[src/rtl/fft_sample_loader.sv]
// Streams signed samples into N_BANK write ports that feed the FFT buffer, then
// launches the FFT and waits for its done level before accepting the next frame.
module fft_sample_loader #(
  parameter int DATA_W = 16,
  parameter int N_BANK = 4,
  parameter int DEPTH  = 512
) (
  input  logic                              iCLK,
  input  logic                              iRESET,
  input  logic [DATA_W-1:0]                 iDATA,
  input  logic                              iVALID,
  output logic                              oREADY,
  input  logic                              iMODE,
  input  logic                              iBITREV,
  output logic [DATA_W-1:0]                 oDATA,
  output logic [N_BANK*$clog2(DEPTH)-1:0]   oADDR_WR,
  output logic [N_BANK-1:0]                 oWE,
  output logic                              oSTART,
  input  logic                              iFFT_RDY,
  output logic                              oBUSY,
  output logic [7:0]                        oFRAME_CNT
);

  localparam int ADDR_W = $clog2(DEPTH);
  localparam int BANK_W = (N_BANK > 1) ? $clog2(N_BANK) : 1;
  localparam int IDX_W  = ADDR_W + BANK_W;
  localparam logic [IDX_W-1:0] LAST_IDX = IDX_W'(N_BANK * DEPTH - 1);

  typedef enum logic [1:0] {
    S_FILL,
    S_LAUNCH,
    S_WAIT_FFT
  } state_t;

  state_t                     state_q, state_d;
  logic [IDX_W-1:0]           idx_q, idx_d;
  logic                       mode_q, mode_d;
  logic                       bitrev_q, bitrev_d;
  logic [DATA_W-1:0]          data_q, data_d;
  logic [N_BANK-1:0]          we_q, we_d;
  logic [N_BANK*ADDR_W-1:0]   addr_q, addr_d;
  logic [7:0]                 frame_cnt_q, frame_cnt_d;

  logic                       ready;
  logic                       accept;
  logic                       eff_mode;
  logic                       eff_bitrev;
  logic                       interleave;
  logic [BANK_W-1:0]          wr_bank;
  logic [ADDR_W-1:0]          lin_addr;
  logic [ADDR_W-1:0]          wr_addr;

  function automatic logic [ADDR_W-1:0] bit_reverse(input logic [ADDR_W-1:0] a);
    logic [ADDR_W-1:0] r;
    for (int i = 0; i < ADDR_W; i++) r[i] = a[ADDR_W-1-i];
    return r;
  endfunction

  // --- FSM: state register ---
  always_ff @(posedge iCLK) begin
    // NOTE: sequential state is assigned with <= so every register samples the
    // pre-edge values regardless of statement order.
    if (iRESET) state_q <= S_FILL;
    else        state_q <= state_d;
  end

  // --- FSM: next-state logic ---
  always_comb begin
    // NOTE: every variable written here gets a default first, so no path can
    // leave it unassigned and infer a latch.
    state_d = state_q;
    unique case (state_q)
      S_FILL:     if (accept && idx_q == LAST_IDX) state_d = S_LAUNCH;
      S_LAUNCH:   state_d = S_WAIT_FFT;
      S_WAIT_FFT: if (iFFT_RDY) state_d = S_FILL;
      default:    state_d = S_FILL;
    endcase
  end

  // --- FSM: outputs ---
  always_comb begin
    ready  = (state_q == S_FILL) && !iRESET;
    oSTART = (state_q == S_LAUNCH);
    oBUSY  = !((state_q == S_FILL) && (idx_q == '0));
  end

  assign accept = iVALID && ready;

  // The first sample of a frame uses the live mode pins; later ones the latched copy.
  assign eff_mode   = (idx_q == '0) ? iMODE   : mode_q;
  assign eff_bitrev = (idx_q == '0) ? iBITREV : bitrev_q;
  assign interleave = eff_mode && (N_BANK > 1);

  always_comb begin
    if (interleave) begin
      wr_bank  = idx_q[BANK_W-1:0];
      lin_addr = idx_q[IDX_W-1:BANK_W];
    end else begin
      wr_bank  = idx_q[IDX_W-1:ADDR_W];
      lin_addr = idx_q[ADDR_W-1:0];
    end
    wr_addr = eff_bitrev ? bit_reverse(lin_addr) : lin_addr;
  end

  // --- datapath next-state ---
  always_comb begin
    idx_d       = idx_q;
    mode_d      = mode_q;
    bitrev_d    = bitrev_q;
    data_d      = data_q;
    we_d        = '0;
    addr_d      = addr_q;
    frame_cnt_d = frame_cnt_q;

    if (accept) begin
      data_d = iDATA;
      if (idx_q == '0) begin
        mode_d   = iMODE;
        bitrev_d = iBITREV;
      end
      // idx parks on the last index; it only returns to 0 when the FFT completes.
      if (idx_q != LAST_IDX) idx_d = idx_q + IDX_W'(1);
      for (int b = 0; b < N_BANK; b++) begin
        if (wr_bank == BANK_W'(b)) begin
          we_d[b]                       = 1'b1;
          addr_d[b*ADDR_W +: ADDR_W]    = wr_addr;
        end
      end
    end

    if (state_q == S_LAUNCH)              frame_cnt_d = frame_cnt_q + 8'd1;
    if (state_q == S_WAIT_FFT && iFFT_RDY) idx_d      = '0;
  end

  always_ff @(posedge iCLK) begin
    if (iRESET) begin
      idx_q       <= '0;
      mode_q      <= 1'b0;
      bitrev_q    <= 1'b0;
      data_q      <= '0;
      we_q        <= '0;
      addr_q      <= '0;
      frame_cnt_q <= '0;
    end else begin
      idx_q       <= idx_d;
      mode_q      <= mode_d;
      bitrev_q    <= bitrev_d;
      data_q      <= data_d;
      we_q        <= we_d;
      addr_q      <= addr_d;
      frame_cnt_q <= frame_cnt_d;
    end
  end

  assign oREADY     = ready;
  assign oDATA      = data_q;
  assign oWE        = we_q;
  assign oADDR_WR   = addr_q;
  assign oFRAME_CNT = frame_cnt_q;

endmodule
[config.mk]
export PLATFORM = sky130hd
export DESIGN_NAME = fft_sample_loader
export DESIGN_NICKNAME = d
export VERILOG_FILES = /design/src/rtl/fft_sample_loader.sv
export SDC_FILE = /design/constraint.sdc
export NUM_CORES = 1
export LEC_CHECK = 0
export ABC_CLOCK_PERIOD_IN_PS = 6500
export CAP_MARGIN = 20
export CORE_UTILIZATION = 30
export CTS_CLUSTER_SIZE = 20
export DETAILED_ROUTE_END_ITERATION = 12
export SETUP_SLACK_MARGIN = 0.4
export SLEW_MARGIN = 40
export SYNTH_ARGS = -nofsm -noshare
export SYNTH_HDL_FRONTEND = slang
export SYNTH_SLANG_ARGS = --single-unit
[constraint.sdc]
create_clock -name iCLK -period 6.5 [get_ports iCLK]
set_input_delay 0.975 -clock iCLK [delete_from_list [all_inputs] [get_ports iCLK]]
set_output_delay 0.975 -clock iCLK [all_outputs]
set_load 0.005 [all_outputs]
==> metrics, run 1 <==
fin area 0.00491 mm2; synthesized cell area about 0.0036 mm2; Worst path slowest cell or4b_4; clock-pin slew on the worst setup and hold paths roughly 0.06 ns; Core ar. around 0.012 mm2; Synth Area in Simple Gates 24.8%; commonest non-fill, non-tap cell in the layout clkdlybuf4s50_1; Residual DRC 5; CTS buffer count 9; die height approximately 110 um; First DRT Iteration DRCs roughly 230; Post-CTS Resized 0; fin crit share 58.6%; chip width 112 um; CTS tree yes; Non-Filler Instances ~630; total number of yosys warnings 0; adder-cell share of the synthesized area about 1.0%; largest family of logic cells by synthesized area simple AND/OR/NAND/NOR gates; ys async rst share 0%; Pwr Density between 200 and 250 mW/mm2; Seq/Total Area, Yosys about 43%; Period minus WS final between 3 and 4 ns; total number of vias between 3000 and 4000; synthesis-to-layout area growth 34.8%; Max FO, Critical Path 9; Comb pwr share under 10%; Yosys reg bits 79; cell family with most CP delay simple AND/OR/NAND/NOR gates; Syn Area/Cell slightly below 9 um2; pin count of the biggest net entering global routing 44; post-synth cell types 56; clock network power share between 40% and 50%; DIE AREA ~0.013 mm2; final WL just under 10 mm; Hold Vio Cnt, Final 0; drt wl/cell roughly 15 um; maximum vdd drop 0.166 mV; dpl cells between 600 and 700; routing usage on met2 between 20% and 30%; initial core utilization about a third; crit-path cells inv_1, ha_1, or4b_4, nor3_1, nand2_1, clkdlybuf4s50_1; Buf/Inv on CP 2; Crit Path Class register to output port; met1 Usage GRT 20.2%; Clk Latency, worst-skew pair 0.33 ns; Post-synth EDFFs 0; total global routing overflow 0; first-pass GRT wire length 15.9 mm; Clock Skew roughly 0.0078 ns; # setup viols final 0; clock root buffer clkbuf_16; internal power 858 uW; RSZ-0062 raised after global routing no; CTS hold repair buffers 0; number of max-cap violations 0; Max-slew headroom 50.1%; Arr. time, crit path between 2 and 3 ns; type of destination of the critical path output port; Power Total approximately 1100 uW; busiest layer in global routing met2; Sequential Power Share a little under half; TritonRoute pass-1 iters 9; Ports 89; post-synthesis mux area share ~7.5%; status complete, but fails checks; vias in the first global route ~3100; Switching Fraction 23.2%; M3 GR Usage under 10%; Compound-Gate Fraction of Synth Area around 16%; fmax roughly 0.26 GHz; Post-Synthesis Cells about 410; total leakage power ~0.0018 uW; I/O Buffers between 80 and 90; commonest cells after routing, fill and taps aside clkdlybuf4s50_1, dfxtp_1, nand2_1; Area after DPL 0.00461 mm2; reg2reg setup slack 3.45 ns; # Post-CTS Setup Buffers 0; GP Congestion ~0.84; TNS Setup 0 ns; switching power about 260 uW; Worst Path Required about 5.5 ns; Total GRT Usage 15.9%; failing checks design-rule violations; Rows 39; syn_nets between 400 and 500; Clock Tree Buf Depth 2; # H-tree levels 3; clock sinks 79; Final Max Slew Viols 0; CP peak stage delay 0.51 ns; ys flop type dfxtp_1; nets@finish roughly 500; share of post-route cells with drive strength above 1 under 10%; Worst-Margin Slew about 0.75 ns; initial antenna violation count 0; HP Class register to register; CP startpoint kind register; Post-DP HPWL 7.09 mm; xor and xnor fraction of the mapped netlist area about 3.1%; Routed Antenna Nets 0; n_diodes 0; vias per inst 5.19
[layout make-up]
type                    instances  area, um2
fillers                      1145       6700
well taps                     143        179
repair buffers                 90        896
flip-flops and latches         79       1580
clock inverters                 4       53.8
multi-input cells             296       1920
clock buffers                  12        246
inverters                      10       37.5
[layer usage]
metal  vias to the layer above  wire length, um
met5                         -                0
met4                         0              148
met3                        12              588
met2                       111             4650
met1                      1547             4290
li1                       1621                -
[worst min-delay path, delay by kind of cell, from the launching register on]
kind,cells,cell delay (ns)
flip-flops,1,0.30
AO/OA/AOI/OAI,1,0.06
AND/OR/NAND/NOR,1,0.05
[final timing paths]
check / from / to / depth (start not counted)
min: oDATA[2]$_SDFFE_PP0P_ / oDATA[2]$_SDFFE_PP0P_ / 2
max: idx_q[0]$_SDFFE_PP0P_ / oBUSY / 6
min reg2reg: oDATA[2]$_SDFFE_PP0P_ / oDATA[2]$_SDFFE_PP0P_ / 2
max reg2reg: idx_q[0]$_SDFFE_PP0P_ / oADDR_WR[11]$_SDFFE_PP0P_ / 7
[registers in the layout, summed over array words and instances, names as in the netlist]
register    flops
oDATA          16
bitrev_q        1
state_q         2
idx_q          11
mode_q          1
oWE             4
oFRAME_CNT      8
oADDR_WR       36
[stage by stage]
stage | worst slack, ns | hold WS [ns] | utilization (%)
after global routing | 2.53 | 0.480 | 42.3
after floorplan | 3.64 | 0.452 | -
after CTS | 2.69 | 0.460 | 42.3
after global placement | 2.86 | 0.443 | 39.7
after detailed placement | 2.76 | 0.450 | 39.7
final | 2.69 | 0.455 | 42.3
[cells by family after synthesis]
group | Yosys count
xor+xnor | 13
fa+ha+maj | 3
flops | 79
simple gates | 167
compound gates | 88
buf+inv | 37
mux | 25
[power by group through the flow]
stage	Combinational [uW]	Clock, uW	Sequential [uW]
after global routing	116	533	512
final	106	501	511
after floorplan	63.4	0	513
after global placement	104	0	521
after CTS	106	514	510
after detailed placement	105	0	521
[synthesized netlist by cell type, types with 2 or more instances]
master,number,area (um2)
o31ai_1,3,22.5
nor3_1,30,150
nor2b_1,7,43.8
mux2_1,4,45.0
o211ai_1,4,30.0
nand4_1,13,81.3
or3_1,3,18.8
o2111ai_1,4,35.0
ha_1,3,37.5
buf_1,2,7.51
dfxtp_1,79,1580
xnor2_1,3,26.3
buf_2,4,20.0
a31oi_1,3,18.8
and4_1,2,17.5
a31o_1,2,17.5
nand3b_1,2,15.0
inv_1,9,33.8
mux2_2,3,33.8
o21ai_0,33,165
a21oi_1,26,130
and3_1,3,18.8
nor2_4,4,45.0
nor2_1,27,101
a32oi_1,2,17.5
nand2_1,52,195
mux2i_1,17,170
nor4b_2,3,45.0
clkbuf_1,20,75.1
nand3_1,9,45.0
a2111oi_4,2,55.1
xor2_1,10,87.6
No activity file was read; power rests on OpenSTA's default activity.
==> inputs of run 2 (changes only) <==
ABC_CLOCK_PERIOD_IN_PS = 3700   (was 6500)
clock period = 3.7 ns   (was 6.5 ns; I/O delays follow)
==> metrics, run 2 (synthesis gave the netlist of run 1 again) <==
status complete, but fails checks; failing checks design-rule violations; Ports 89; total global routing overflow 0; pin count of the biggest net entering global routing 38; die height around 110 um; Post-DP HPWL about 7 mm; max reg flops 36; R2R cell count 7; Routed Antenna Nets 0; Crit Path Class register to output port; Max FO, Critical Path 9; reg2reg setup slack slightly below 0.8 ns; CTS tree yes; TNS Setup 0 ns; CP startpoint kind register; Final Util a little over two fifths; First DRT Iteration DRCs around 260; Period minus WS final around 3.1 ns; worst r2r dst oADDR_WR[20]$_SDFFE_PP0P_; CTS buffer count 9; commonest non-fill, non-tap cell in the layout clkdlybuf4s50_1; Arr. time, crit path ~2.6 ns; fin crit share approximately 85%; fmax ~0.32 GHz; Min-Delay Path Depth 2; Worst-Margin Slew between 0.7 and 0.8 ns; RSZ-0062 raised after global routing no; Residual DRC 5; maximum vdd drop 0.193 mV; filler cell count in the final layout roughly 1200; number of max-cap violations 0; # Post-CTS Setup Buffers 0; initial core utilization a little under a third; Clock Skew 0.00656 ns; total number of vias 3289; Rows 39; Final Max Slew Viols 0; clock sinks about 80; initial antenna violation count 0; final WL between 10 and 15 mm; n_diodes 0; Hold Startpoint oDATA[2]$_SDFFE_PP0P_; GP Congestion around 0.84; vias in the first global route between 3000 and 4000; DIE AREA ~0.013 mm2; nets@finish 513; Clock Tree Buf Depth 2; clock-pin slew on the worst setup and hold paths 0.06 ns; # H-tree levels 3; R2R Path Start idx_q[0]$_SDFFE_PP0P_; # setup viols final 0; hold endpoint oDATA[2]$_SDFFE_PP0P_; total leakage power around 0.0018 uW; vias per inst 5.17; Total GRT Usage around 16%; first-pass GRT wire length around 16 mm; final hold slack roughly 0.46 ns; CTS hold repair buffers 0; post-place setup slack 0.660 ns; Max-slew headroom between 40% and 50%; share of post-route cells with drive strength above 1 9.53%; drt wl/cell between 15 and 20 um; HP Class register to register; Worst Path Required approximately 3.1 ns; type of destination of the critical path output port; Core ar. between 0.01 and 0.015 mm2; Hold Vio Cnt, Final 0; Final WS setup approximately 0.57 ns; synthesis-to-layout area growth 35.7%; chip width ~110 um; Clk Latency, worst-skew pair ~0.34 ns; clock root buffer clkbuf_16; I/O Buffers between 80 and 90; TritonRoute pass-1 iters 9; Power Total between 2000 and 2500 uW; commonest cells after routing, fill and taps aside clkdlybuf4s50_1, dfxtp_1, nand2_1; Pwr Density slightly above 400 mW/mm2
run 2: changes by cell type in the layout (fill, tap and decap cells not counted), moves of 2 or more:
cell and change:
buf_4 +2, clkbuf_1 -2, inv_1 -2, inv_2 +2, inv_6 +2
run 2: worst max-delay path: stages, from the launching register on:
cell and delay, ns:
dfxtp_1 0.45, inv_2 0.21, ha_1 0.18, or4b_4 0.50
nor3_2 0.32, nand2_1 0.12, clkdlybuf4s50_1 0.45
run 2: per-stage QoR:
stage                     area [um2]  cells
after floorplan                 3640    412
after global placement          4630    620
after detailed placement        4630    620
after CTS                       4940    636
after global routing            4940    636
final                           4940    636
run 2: worst max-delay path by stage:
| stage | startpoint | end | slack (ns) | cells past startpoint |
|---|---|---|---|---|
| after floorplan | idx_q[0]$_SDFFE_PP0P_ | oADDR_WR[27]$_SDFFE_PP0P_ | 1.10 | 8 |
| after global placement | idx_q[1]$_SDFFE_PP0P_ | oBUSY | 0.60 | 6 |
| after detailed placement | iVALID | oADDR_WR[31]$_SDFFE_PP0P_ | 0.66 | 6 |
| after CTS | idx_q[1]$_SDFFE_PP0P_ | oBUSY | 0.45 | 6 |
| after global routing | idx_q[0]$_SDFFE_PP0P_ | oBUSY | 0.45 | 6 |
| final | idx_q[0]$_SDFFE_PP0P_ | oBUSY | 0.57 | 6 |
run 2: metal layers:
metal	track usage [%]	routed length [um]	vias up
met5	0	0	-
li1	-	-	1624
met1	20.4	4430	1547
met2	27.7	4880	108
met4	6.22	137	0
met3	3.89	598	10
run 2: area by class of cell:
class,count,area [um2],share of cell area [%]
multi-input cells,296,1920,38.9
clock inverters,6,75.1,1.52
well taps,143,179,3.62
inverters,10,37.5,0.759
repair buffers,92,911,18.4
clock buffers,10,239,4.83
flip-flops and latches,79,1580,32.0
run 2: where the power goes:
group          switching [uW]  internal [uW]  total [uW]
Combinational            93.8           93.5         187
Clock                     381            553         934
Sequential               26.1            871         897
Total                     501           1520        2020
run 2: repair_timing:
item / in CTS / in global routing
endpoints found under the setup margin: 1 / 1
pin swaps: 0 / 0
resized for setup: 1 / 2
==> inputs of run 3 (changes only) <==
ABC_CLOCK_PERIOD_IN_PS = 2900   (was 3700)
clock period = 2.9 ns   (was 3.7 ns; I/O delays follow)
==> metrics, run 3 (synthesis gave the netlist of run 1 again) <==
internal power 2010 uW; Core ar. around 0.012 mm2; total number of vias 3360; Clk Latency, worst-skew pair 0.33 ns; Arr. time, crit path 2.63 ns; number of max-cap violations 0; Post-DP HPWL around 7.4 mm; Power Total 2610 uW; vias in the first global route 3214; total leakage power just under 0.002 uW; commonest cells after routing, fill and taps aside clkdlybuf4s50_1, dfxtp_1, nand2_1; hold endpoint oDATA[7]$_SDFFE_PP0P_; fin crit share 83.0%; Max-slew headroom approximately half; drt wl/cell 15.1 um; switching power 601 uW; Total GRT Usage roughly 17%; Clock Tree Buf Depth 2; clock network power share a little under half; clock root buffer clkbuf_16; I/O Buffers 88; Worst path slowest cell or4b_4; HP Class register to register; First DRT Iteration DRCs about 250; CTS hold repair buffers 0; status complete, but fails checks; cell family with most CP delay simple AND/OR/NAND/NOR gates; Period minus WS final about 2.4 ns; Max FO, Critical Path 6; Hold Vio Cnt, Final 0; Clock Skew approximately 0.006 ns; R2R Path Start idx_q[1]$_SDFFE_PP0P_; total global routing overflow 0; worst r2r dst oADDR_WR[9]$_SDFFE_PP0P_; Sequential Power Share 43.5%; vias per inst approximately 5.1; reg2reg setup slack approximately 0.49 ns; TritonRoute pass-1 iters 8; nets@finish 540; Worst-Margin Slew roughly 0.75 ns; CTS buffer count 9; post-place setup slack ~0.17 ns; n_diodes 0; GP Congestion 0.865; initial core utilization about a third; final hold slack between 0.4 and 0.5 ns; Routed Antenna Nets 0; Final WS setup 0.494 ns; crit-path cells inv_1, ha_1, or4b_4, buf_4, o31ai_4, buf_6, a2111oi_4, nor2_4, mux2_1; Buf/Inv on CP 3; fmax about 0.42 GHz; synthesis-to-layout area growth 43.0%; RSZ-0062 raised after global routing no; Crit Path Class register to register; clock sinks 79; maximum vdd drop ~0.26 mV; Final Max Slew Viols 0; CTS tree yes; TNS Setup 0 ns; Worst Path Required 3.12 ns; Rows 39; R2R cell count 9; commonest non-fill, non-tap cell in the layout clkdlybuf4s50_1; # setup viols final 0; Min-Delay Path Depth 2; chip width roughly 110 um; Residual DRC 4; type of destination of the critical path register; CP startpoint kind register; initial antenna violation count 0; CP peak stage delay 0.49 ns; # H-tree levels 3; Switching Fraction between 20 and 25%; DIE AREA ~0.013 mm2; pin count of the biggest net entering global routing 36; clock-pin slew on the worst setup and hold paths ~0.060 ns; final WL ~10 mm; die height 112 um; max reg flops 36; Comb pwr share roughly a tenth; failing checks design-rule violations; Ports 89; Hold Startpoint oDATA[7]$_SDFFE_PP0P_; first-pass GRT wire length roughly 17 mm; Pwr Density approximately 500 mW/mm2; share of post-route cells with drive strength above 1 15.0%
[run 3: cell types whose count changed in the layout (fill, tap and decap cells not counted), sizes merged]
| cell | delta |
|---|---|
| buf | +27 |
| inv | -3 |
| bufinv | +1 |
| clkbuf | +1 |
| clkdlybuf4s50 | -1 |
| clkinv | +1 |
| dlygate4sd2 | +1 |
[run 3: repair_timing]
item,CTS,global route
gates resized for setup,10,5
hold endpoints to repair,0,0
buffers inserted,4,4
setup endpoints to repair,11,8
pin swaps,2,2
[run 3: worst reg2reg max path, stage by stage (launching register included)]
cell       delay, ns
dfxtp_4         0.34
inv_1           0.07
ha_1            0.15
or4b_4          0.49
buf_4           0.17
o31ai_4         0.27
buf_6           0.19
a2111oi_4       0.10
nor2_4          0.20
mux2_1          0.33
[run 3: worst max path at each step]
stage | endpoint | depth (start not counted) | startpoint | slack, ns
floorplan | oADDR_WR[27]$_SDFFE_PP0P_ | 8 | idx_q[0]$_SDFFE_PP0P_ | 0.40
global placement | idx_q[7]$_SDFFE_PP0P_ | 8 | iVALID | 0.19
detailed placement | oADDR_WR[16]$_SDFFE_PP0P_ | 8 | idx_q[1]$_SDFFE_PP0P_ | 0.17
CTS | oADDR_WR[0]$_SDFFE_PP0P_ | 9 | idx_q[1]$_SDFFE_PP0P_ | 0.40
global route | oADDR_WR[18]$_SDFFE_PP0P_ | 9 | idx_q[1]$_SDFFE_PP0P_ | 0.41
finish | oADDR_WR[9]$_SDFFE_PP0P_ | 9 | idx_q[1]$_SDFFE_PP0P_ | 0.49
[run 3: power groups by stage]
stage | clock [uW] | sequential (uW) | combinational, uW
3_5_place_dp | 0 | 1160 | 259
5_1_grt | 1280 | 1140 | 303
2_1_floorplan | 0 | 1150 | 142
4_1_cts | 1220 | 1140 | 271
3_3_place_gp | 0 | 1160 | 255
6_report | 1190 | 1130 | 280
[run 3: per-stage QoR]
stage	std cells	area (um2)	utilization (%)
3_3_place_gp	639	4770	41.1
2_1_floorplan	412	3640	-
4_1_cts	659	5150	44.4
3_5_place_dp	639	4770	41.1
5_1_grt	663	5210	44.9
6_report	663	5210	44.9
[run 3: layer usage]
layer  track usage, %  part of all wire [%]  vias to the layer above
met5                0                     0                        -
met4             7.11                   2.1                        0
met3             4.48                   4.7                       18
met2             27.3                    49                      100
met1             20.6                    44                     1563
li1                 -                     -                     1679
[run 3: final cells by class]
| type | instances | area, um2 |
|---|---|---|
| fillers | 1130 | 6400 |
| multi-input cells | 296 | 1980 |
| flip-flops and latches | 79 | 1590 |
| repair buffers | 119 | 1120 |
| clock buffers | 11 | 233 |
| well taps | 143 | 179 |
| clock inverters | 5 | 81.3 |
| inverters | 10 | 37.5 |
